**config.mk**
```make
export PLATFORM = sky130hd
export DESIGN_NAME = uart_rx
export DESIGN_NICKNAME = d
export VERILOG_FILES = /design/src/rtl/uart_pkg.sv /design/src/rtl/rxd_clk.sv /design/src/rtl/uart_rx.sv
export SDC_FILE = /design/constraint.sdc
export NUM_CORES = 1
export LEC_CHECK = 0
export ABC_AREA = 1
export CORE_UTILIZATION = 60
export DETAILED_ROUTE_END_ITERATION = 10
export GPL_ROUTABILITY_DRIVEN = 0
export PLACE_DENSITY = 0.83
export RECOVER_POWER = 100
export SYNTH_ARGS = -nofsm -noshare
export SYNTH_HDL_FRONTEND = slang
export SYNTH_SLANG_ARGS = --single-unit
```
**constraint.sdc**
```tcl
create_clock -name clk -period 4.85 [get_ports clk]
set_input_delay 0.7275 -clock clk [delete_from_list [all_inputs] [get_ports clk]]
set_output_delay 0.7275 -clock clk [all_outputs]
set_load 0.005 [all_outputs]
```
**src/rtl/uart_pkg.sv**
```systemverilog
// Shared UART definitions: receive FSM states and baud divider arithmetic.
// The PARITY state exists only when UART_RX_PARITY_EN is defined.
package uart_pkg;

    typedef enum logic [2:0] {
        IDLE,
        START,
        DATA,
`ifdef UART_RX_PARITY_EN
        PARITY,
`endif
        STOP
    } uart_rx_state_e;

    // Clocks per bit (half = 0) or per half bit (half = 1); used by both directions.
    function automatic int baud_cnt(input int clk_fre, input int baud_rate, input bit half);
        int bps;
        bps = clk_fre / baud_rate;
        return half ? bps / 2 : bps;
    endfunction

endpackage

```
**src/rtl/rxd_clk.sv**
```systemverilog
// Receive baud generator: after start, bps_tick fires at the half-bit point, then every BPS_CNT cycles.
// Tick is combinational from the counter; no backpressure, the counter free-runs while run is high.
module rxd_clk #(
    parameter int BPS_CNT  = 10,
    parameter int HALF_CNT = 5
) (
    input  logic clk,
    input  logic rst,
    input  logic start,
    input  logic run,
    output logic bps_tick
);

    localparam int CW = $clog2(BPS_CNT);

    logic [CW-1:0] cnt;
    logic          first;

    assign bps_tick = run && !start &&
                      (cnt == (first ? CW'(HALF_CNT - 1) : CW'(BPS_CNT - 1)));

    always_ff @(posedge clk) begin
        if (rst) begin
            cnt   <= '0;
            first <= 1'b1;
        end else if (start) begin
            cnt   <= '0;
            first <= 1'b1;
        end else if (run) begin
            if (bps_tick) begin
                cnt   <= '0;
                first <= 1'b0;
            end else begin
                cnt <= cnt + CW'(1);
            end
        end
    end

endmodule

```
**src/rtl/uart_rx.sv**
```systemverilog
// uart_rx: 8N1 receiver, strobes one cycle after the stop sample; no backpressure, rx_valid is a pulse.
// Define UART_RX_PARITY_EN to add a parity slot, PARITY_ODD and the rx_parity_err output.
module uart_rx
    import uart_pkg::*;
#(
    parameter int CLK_FRE   = 50_000_000,
    parameter int BAUD_RATE = 9600,
    parameter int DATA_BITS = 8
`ifdef UART_RX_PARITY_EN
    , parameter bit PARITY_ODD = 1'b0
`endif
) (
    input  logic                 clk,
    input  logic                 rst,
    input  logic                 rxd,
    output logic [DATA_BITS-1:0] rx_data,
    output logic                 rx_valid,
    output logic                 rx_frame_err,
    output logic                 rx_busy
`ifdef UART_RX_PARITY_EN
    , output logic               rx_parity_err
`endif
);

    localparam int BPS_CNT  = baud_cnt(CLK_FRE, BAUD_RATE, 1'b0);
    localparam int HALF_CNT = baud_cnt(CLK_FRE, BAUD_RATE, 1'b1);
    localparam int BW       = $clog2(DATA_BITS);

    if (BPS_CNT < 4) begin : g_bps_check
        $error("uart_rx: CLK_FRE/BAUD_RATE must be at least 4");
    end

    logic                 sync1, rx_s, rx_q, fall;
    logic                 start, run, bps_tick;
    uart_rx_state_e       state, state_nxt;
    logic [BW-1:0]        bit_cnt, bit_cnt_nxt;
    logic [DATA_BITS-1:0] shift, shift_nxt, data_nxt;
    logic                 valid_nxt, ferr_nxt;
`ifdef UART_RX_PARITY_EN
    logic                 par_bad, par_bad_nxt, perr_nxt;
`endif

    assign fall    = rx_q & ~rx_s;
    assign run     = (state != IDLE);
    assign rx_busy = (state != IDLE);

    rxd_clk #(
        .BPS_CNT  (BPS_CNT),
        .HALF_CNT (HALF_CNT)
    ) u_rxd_clk (
        .clk      (clk),
        .rst      (rst),
        .start    (start),
        .run      (run),
        .bps_tick (bps_tick)
    );

    always_ff @(posedge clk) begin
        if (rst) begin
            sync1        <= 1'b1;
            rx_s         <= 1'b1;
            rx_q         <= 1'b1;
            state        <= IDLE;
            bit_cnt      <= '0;
            shift        <= '0;
            rx_data      <= '0;
            rx_valid     <= 1'b0;
            rx_frame_err <= 1'b0;
`ifdef UART_RX_PARITY_EN
            par_bad       <= 1'b0;
            rx_parity_err <= 1'b0;
`endif
        end else begin
            sync1        <= rxd;
            rx_s         <= sync1;
            rx_q         <= rx_s;
            state        <= state_nxt;
            bit_cnt      <= bit_cnt_nxt;
            shift        <= shift_nxt;
            rx_data      <= data_nxt;
            rx_valid     <= valid_nxt;
            rx_frame_err <= ferr_nxt;
`ifdef UART_RX_PARITY_EN
            par_bad       <= par_bad_nxt;
            rx_parity_err <= perr_nxt;
`endif
        end
    end

    always_comb begin
        state_nxt   = state;
        bit_cnt_nxt = bit_cnt;
        shift_nxt   = shift;
        data_nxt    = rx_data;
        valid_nxt   = 1'b0;
        ferr_nxt    = 1'b0;
        start       = 1'b0;
`ifdef UART_RX_PARITY_EN
        par_bad_nxt = par_bad;
        perr_nxt    = 1'b0;
`endif
        case (state)
            IDLE: begin
                // Only a true 1->0 transition starts a frame, so a held-low line stays idle.
                if (fall) begin
                    start       = 1'b1;
                    state_nxt   = START;
                    bit_cnt_nxt = '0;
                end
            end
            START: begin
                if (bps_tick) state_nxt = rx_s ? IDLE : DATA;
            end
            DATA: begin
                if (bps_tick) begin
                    shift_nxt = {rx_s, shift[DATA_BITS-1:1]};
                    if (bit_cnt == BW'(DATA_BITS - 1)) begin
`ifdef UART_RX_PARITY_EN
                        state_nxt = PARITY;
`else
                        state_nxt = STOP;
`endif
                    end else begin
                        bit_cnt_nxt = bit_cnt + BW'(1);
                    end
                end
            end
`ifdef UART_RX_PARITY_EN
            PARITY: begin
                if (bps_tick) begin
                    par_bad_nxt = ((^shift) ^ rx_s) != PARITY_ODD;
                    state_nxt   = STOP;
                end
            end
`endif
            STOP: begin
                // Leave at mid stop bit so a back-to-back start edge is not missed.
                if (bps_tick) begin
                    state_nxt = IDLE;
                    if (rx_s) begin
                        data_nxt  = shift;
                        valid_nxt = 1'b1;
`ifdef UART_RX_PARITY_EN
                        perr_nxt  = par_bad;
`endif
                    end else begin
                        ferr_nxt = 1'b1;
                    end
                end
            end
            default: state_nxt = IDLE;
        endcase
    end

endmodule

```
# Word-level counts from Yosys, hierarchy flattened
# Index checks and enable logic that the tools add are counted.
# op_classes
addsub	2
n_eq_ne	11
mux	17
n_bitwise	4
reduce_logical	13
# op_table
operator	n
two-way mux 13 bit	2
two-way mux 3 bit	8
adder 13 x 1 -> 13 bit (second input constant)	1
== test 13 bit	1
!= test 2 bit (second input constant)	6
one-hot mux 3 bit (4 select lines)	1
== test 3 x 2 -> 1 bit (second input constant)	2
one-hot mux 3 bit (2 select lines)	1
AND reduction 5 bit	1
two-way mux 1 bit	4
AND reduction 2 bit	2
AND reduction 4 bit	1
adder 3 x 1 -> 3 bit (second input constant)	1
== test 3 x 1 -> 1 bit (second input constant)	1
== test 3 bit (second input constant)	1
zero test 3 bit	1
NOT 1 bit	3
AND reduction 3 bit	1
nonzero test 3 bit	1
OR reduction 3 bit	1
logical AND 1 bit	2
two-way mux 2 bit	1
nonzero test 2 bit	1
OR reduction 2 bit	1
2 further kinds	2
# totals
register_bits	41
inputBits	3
output_inout_bits	11
elab_cells	58

# Logic depth before layout (Yosys ltp)
# logic_depth
depth_word	9
depth_mapped	11
ltp_nobuf	11

# Modules after synthesis
# From an unflattened synthesis, not the netlist that was laid out.
# hier_totals
cells_unflattened	276
hier_area_um2	1955.6
# modules_own_cells
module	instances	cells_per_inst	area_per_inst_um2	seq_area_each_um2
uart_rx	1	134	1042.2	520.5
rxd_clk	1	142	913.4	280.3

# Worst setup path after synthesis
# OpenSTA, ideal clock, no wires.
# synth_timing
path_kind	flip-flop to flip-flop
from	register u_rxd_clk.cnt[0]
to	register shift[0]
setup_ps	130
arrival_time_ps	1394
required_time_ps	4720
setup_slack_ps	3326
stages_incl_launch_ff	9
n_path_buf	0
period_less_slack_ps	1524
cell_sequence	dfxtp_1 -> ha_1 -> o21ai_0 -> nor2_1 -> nand2_1 -> nor2_1 -> nand2_1 -> nor2_1 -> a21oi_1
# synth_between
elab_chain_cells	3
# synth_rtl
element	line_no	rtl
start, declared	rxd_clk.sv:16	logic [CW-1:0] cnt;
start signal, assigned	rxd_clk.sv:34	cnt <= cnt + CW'(1);
== test 13 bit	rxd_clk.sv:20	(cnt == (first ? CW'(HALF_CNT - 1) : CW'(BPS_CNT - 1)));
logical AND 1 bit	rxd_clk.sv:19	assign bps_tick = run && !start &&
AND reduction 2 bit (no source line)	--	
end signal, assigned	uart_rx.sv:79	shift <= shift_nxt;
end, declared	uart_rx.sv:37	logic [DATA_BITS-1:0] shift, shift_nxt, data_nxt;
# No other way between the ends.
# A chain may end at the register's enable or synchronous reset.

# Worst setup path in the final report
# layout_timing
from	register state[0]
to	output port rx_busy
# layout_between
elab_chain_cells	1
# layout_rtl
element	line_no	rtl
start, declared	uart_rx.sv:35	uart_rx_state_e state, state_nxt;
start signal, assigned	uart_rx.sv:77	state <= state_nxt;
nonzero test 3 bit	uart_rx.sv:45	assign rx_busy = (state != IDLE);
end, declared	uart_rx.sv:19	output logic rx_busy
# No other way between the ends.

==> impl_metrics.json <==
{
  "outcome": "completed",
  "synth-seq-area-share_pct": 42.4,
  "clk_pin_slew_ns": 0.11,
  "synth_top_cell_area_share_pct": 42.4,
  "finalNetCount": 282,
  "netlist_area_sq_um": 1890,
  "cp-start-kind": "register",
  "synthTopCellsByArea": "dfxtp_1 (42%), nand2_1 (11%), inv_1 (8.5%), nor2_1 (6.4%), nand4_1 (4.3%)",
  "synth_most_common_cell": "nand2_1",
  "antenna_cells": 0,
  "synth_cells": 260,
  "fmax_ghz": 0.373,
  "fillers": 243,
  "synth_area_leader_cell": "dfxtp_1",
  "async_flop_share_pct": 0,
  "grt_pass1_wl_um": 6120,
  "drcViolationCount": 0,
  "syn-num-nets": 266,
  "synthDistinctLibCells": 28,
  "tightest_slew_ns": 0.624,
  "yosys_warnings": 0,
  "syn_avg_cell_area_sq_um": 7.27,
  "io_buffers": 13,
  "synth_edf_count": 0,
  "fin_tns_setup_ns": 0,
  "hold_buffers": 0,
  "worstHoldPathType": "reg -> reg",
  "synthFlopType": "dfxtp_1",
  "critPathKind": "reg -> out",
  "powerDensity_nw_per_um2": 278,
  "clock_path_buffers": 2,
  "cts.sinks": 40,
  "groute.usage.overall_pct": 23.6,
  "ant_nets": 0,
  "drv_slew": 0,
  "grt_max_degree": 24,
  "antenna_found_initial": 0,
  "hold_violations": 0,
  "p_leak_nw": 0.913,
  "first_iter_violations": 74,
  "ff_latch_area_sq_um": 801,
  "fin_crit_ns": 2.68,
  "multiInputGateArea_sq_um": 816,
  "vias": 1616,
  "rows": 19,
  "die-area_sq_um": 3380,
  "cp_max_fo": 12,
  "grt-ovfl-total": 0,
  "cp.arrival_ns": 1.95,
  "totalPowerFinal_mw": 0.574,
  "setup_viol": 0,
  "post_drt_wl_per_cell_um": 10.9,
  "initial_utilization_pct": 65.7,
  "ir_drop_mv": 0.288,
  "vias_per_cell": 5.07,
  "cts_buffers": 5,
  "grt_pass1_vias": 1416,
  "wl_um": 3480,
  "drive_gt1_share_pct": 6.50,
  "drv_cap": 0,
  "yosys-top-cells-count": "nand2_1 (53), inv_1 (43), dfxtp_1 (40)",
  "clkLatencyLatePin_ns": 0.35,
  "cts_resized": 0,
  "maxSlewHeadroom_pct": 58.4,
  "drtPass1Iterations": 5,
  "syn2layout_area_growth_pct": 9.21,
  "clockRootBuffer": "clkbuf_4",
  "die_h_um": 58.1,
  "finalClockSkew_ns": 0.0159,
  "cts_setup_buffers": 0,
  "rsz0062_at_grt": "false",
  "required_ns": 4.12,
  "endpoint_kind": "output pin",
  "fin_crit_sh_pct": 55.2,
  "dieWidth_um": 58.1,
  "htree_levels": 2,
  "core_sq_um": 2880,
  "dp.final_hpwl_um": 2590,
  "utilization_pct": 71.7,
  "ioPinCount": 14,
  "synth.ff_latch_count": 40,
  "cts_tree": "done"
}
## cells in the final DEF (no fill, tap or decap), types with 9 or more instances in the layout
cell,synthesis,routed
inv_1,43,44
nor3_1,9,9
nand2_1,53,55
dfxtp_1,40,40
nand4_1,13,13
nand3_1,8,11
nor2_1,32,35
o21ai_0,11,11
a21oi_1,14,14
dlygate4sd3_1,0,12
## stage by stage
stage / instances / setup WS (ns) / cell area (sq um) / hold slack [ns]
final: 319 / 2.17 / 2060 / 0.429
after global routing: 319 / 1.90 / 2060 / 0.457
after CTS: 319 / 2.36 / 2130 / 0.433
after detailed placement: 311 / 2.39 / 2050 / 0.403
after global placement: 311 / 2.44 / 2050 / 0.401
after floorplan: 260 / 3.33 / 1890 / 0.389
## state kept, by name, indices dropped and copies added (netlist names)
register and flops:
rx_data 8, u_rxd_clk.first 1, shift 8, rx_frame_err 1, u_rxd_clk.cnt 13, bit_cnt 3
rx_s 1, sync1 1, rx_q 1, state 2, rx_valid 1
## critical path: stages, from the launching register on
cell and delay [ns]:
dfxtp_1 0.57, inv_1 0.16, nand2_1 0.26, dlygate4sd3_1 0.62
## layer usage
layer,track usage (%),vias up,part of all wire [%]
met1,33.5,709,51
li1,-,859,-
met2,35.3,41,43
met3,5.13,7,5.2
met4,8.50,0,1.6
met5,0,-,0
## power breakdown
group / switching, mW / total (mW) / leakage (nW) / internal (mW)
clock: 0.110 / 0.218 / 0.0412 / 0.108
combinational: 0.0129 / 0.0201 / 0.549 / 0.00726
sequential: 0.00391 / 0.336 / 0.323 / 0.332
## path summary, 6_finish.rpt
check / endpoint / startpoint / cells after the start / slack (ns)
hold reg to reg: rx_s / sync1 / 1 / 0.43
setup reg to reg: rx_data[7] / state[0] / 10 / 2.21
hold / removal: rx_s / sync1 / 1 / 0.43
setup / recovery: rx_busy / state[0] / 3 / 2.17
## cells by family after synthesis
logic type      Yosys count  share of synthesized area (%)
flops                    40                           42.4
fa+ha+maj                 3                           1.99
xor+xnor                  3                           1.39
simple gates            132                           35.5
buf+inv                  53                           10.7
compound gates           29                           8.08
## area by class of cell
| type | instances | share of cell area, % |
|---|---|---|
| flip-flops and latches | 40 | 38.8 |
| clock buffers | 5 | 1.82 |
| well taps | 42 | 2.55 |
| clock inverters | 3 | 2.06 |
| inverters | 49 | 8.91 |
| multi-input cells | 167 | 39.5 |
| repair buffers | 13 | 6.31 |
(Power assumes the default switching activity.)
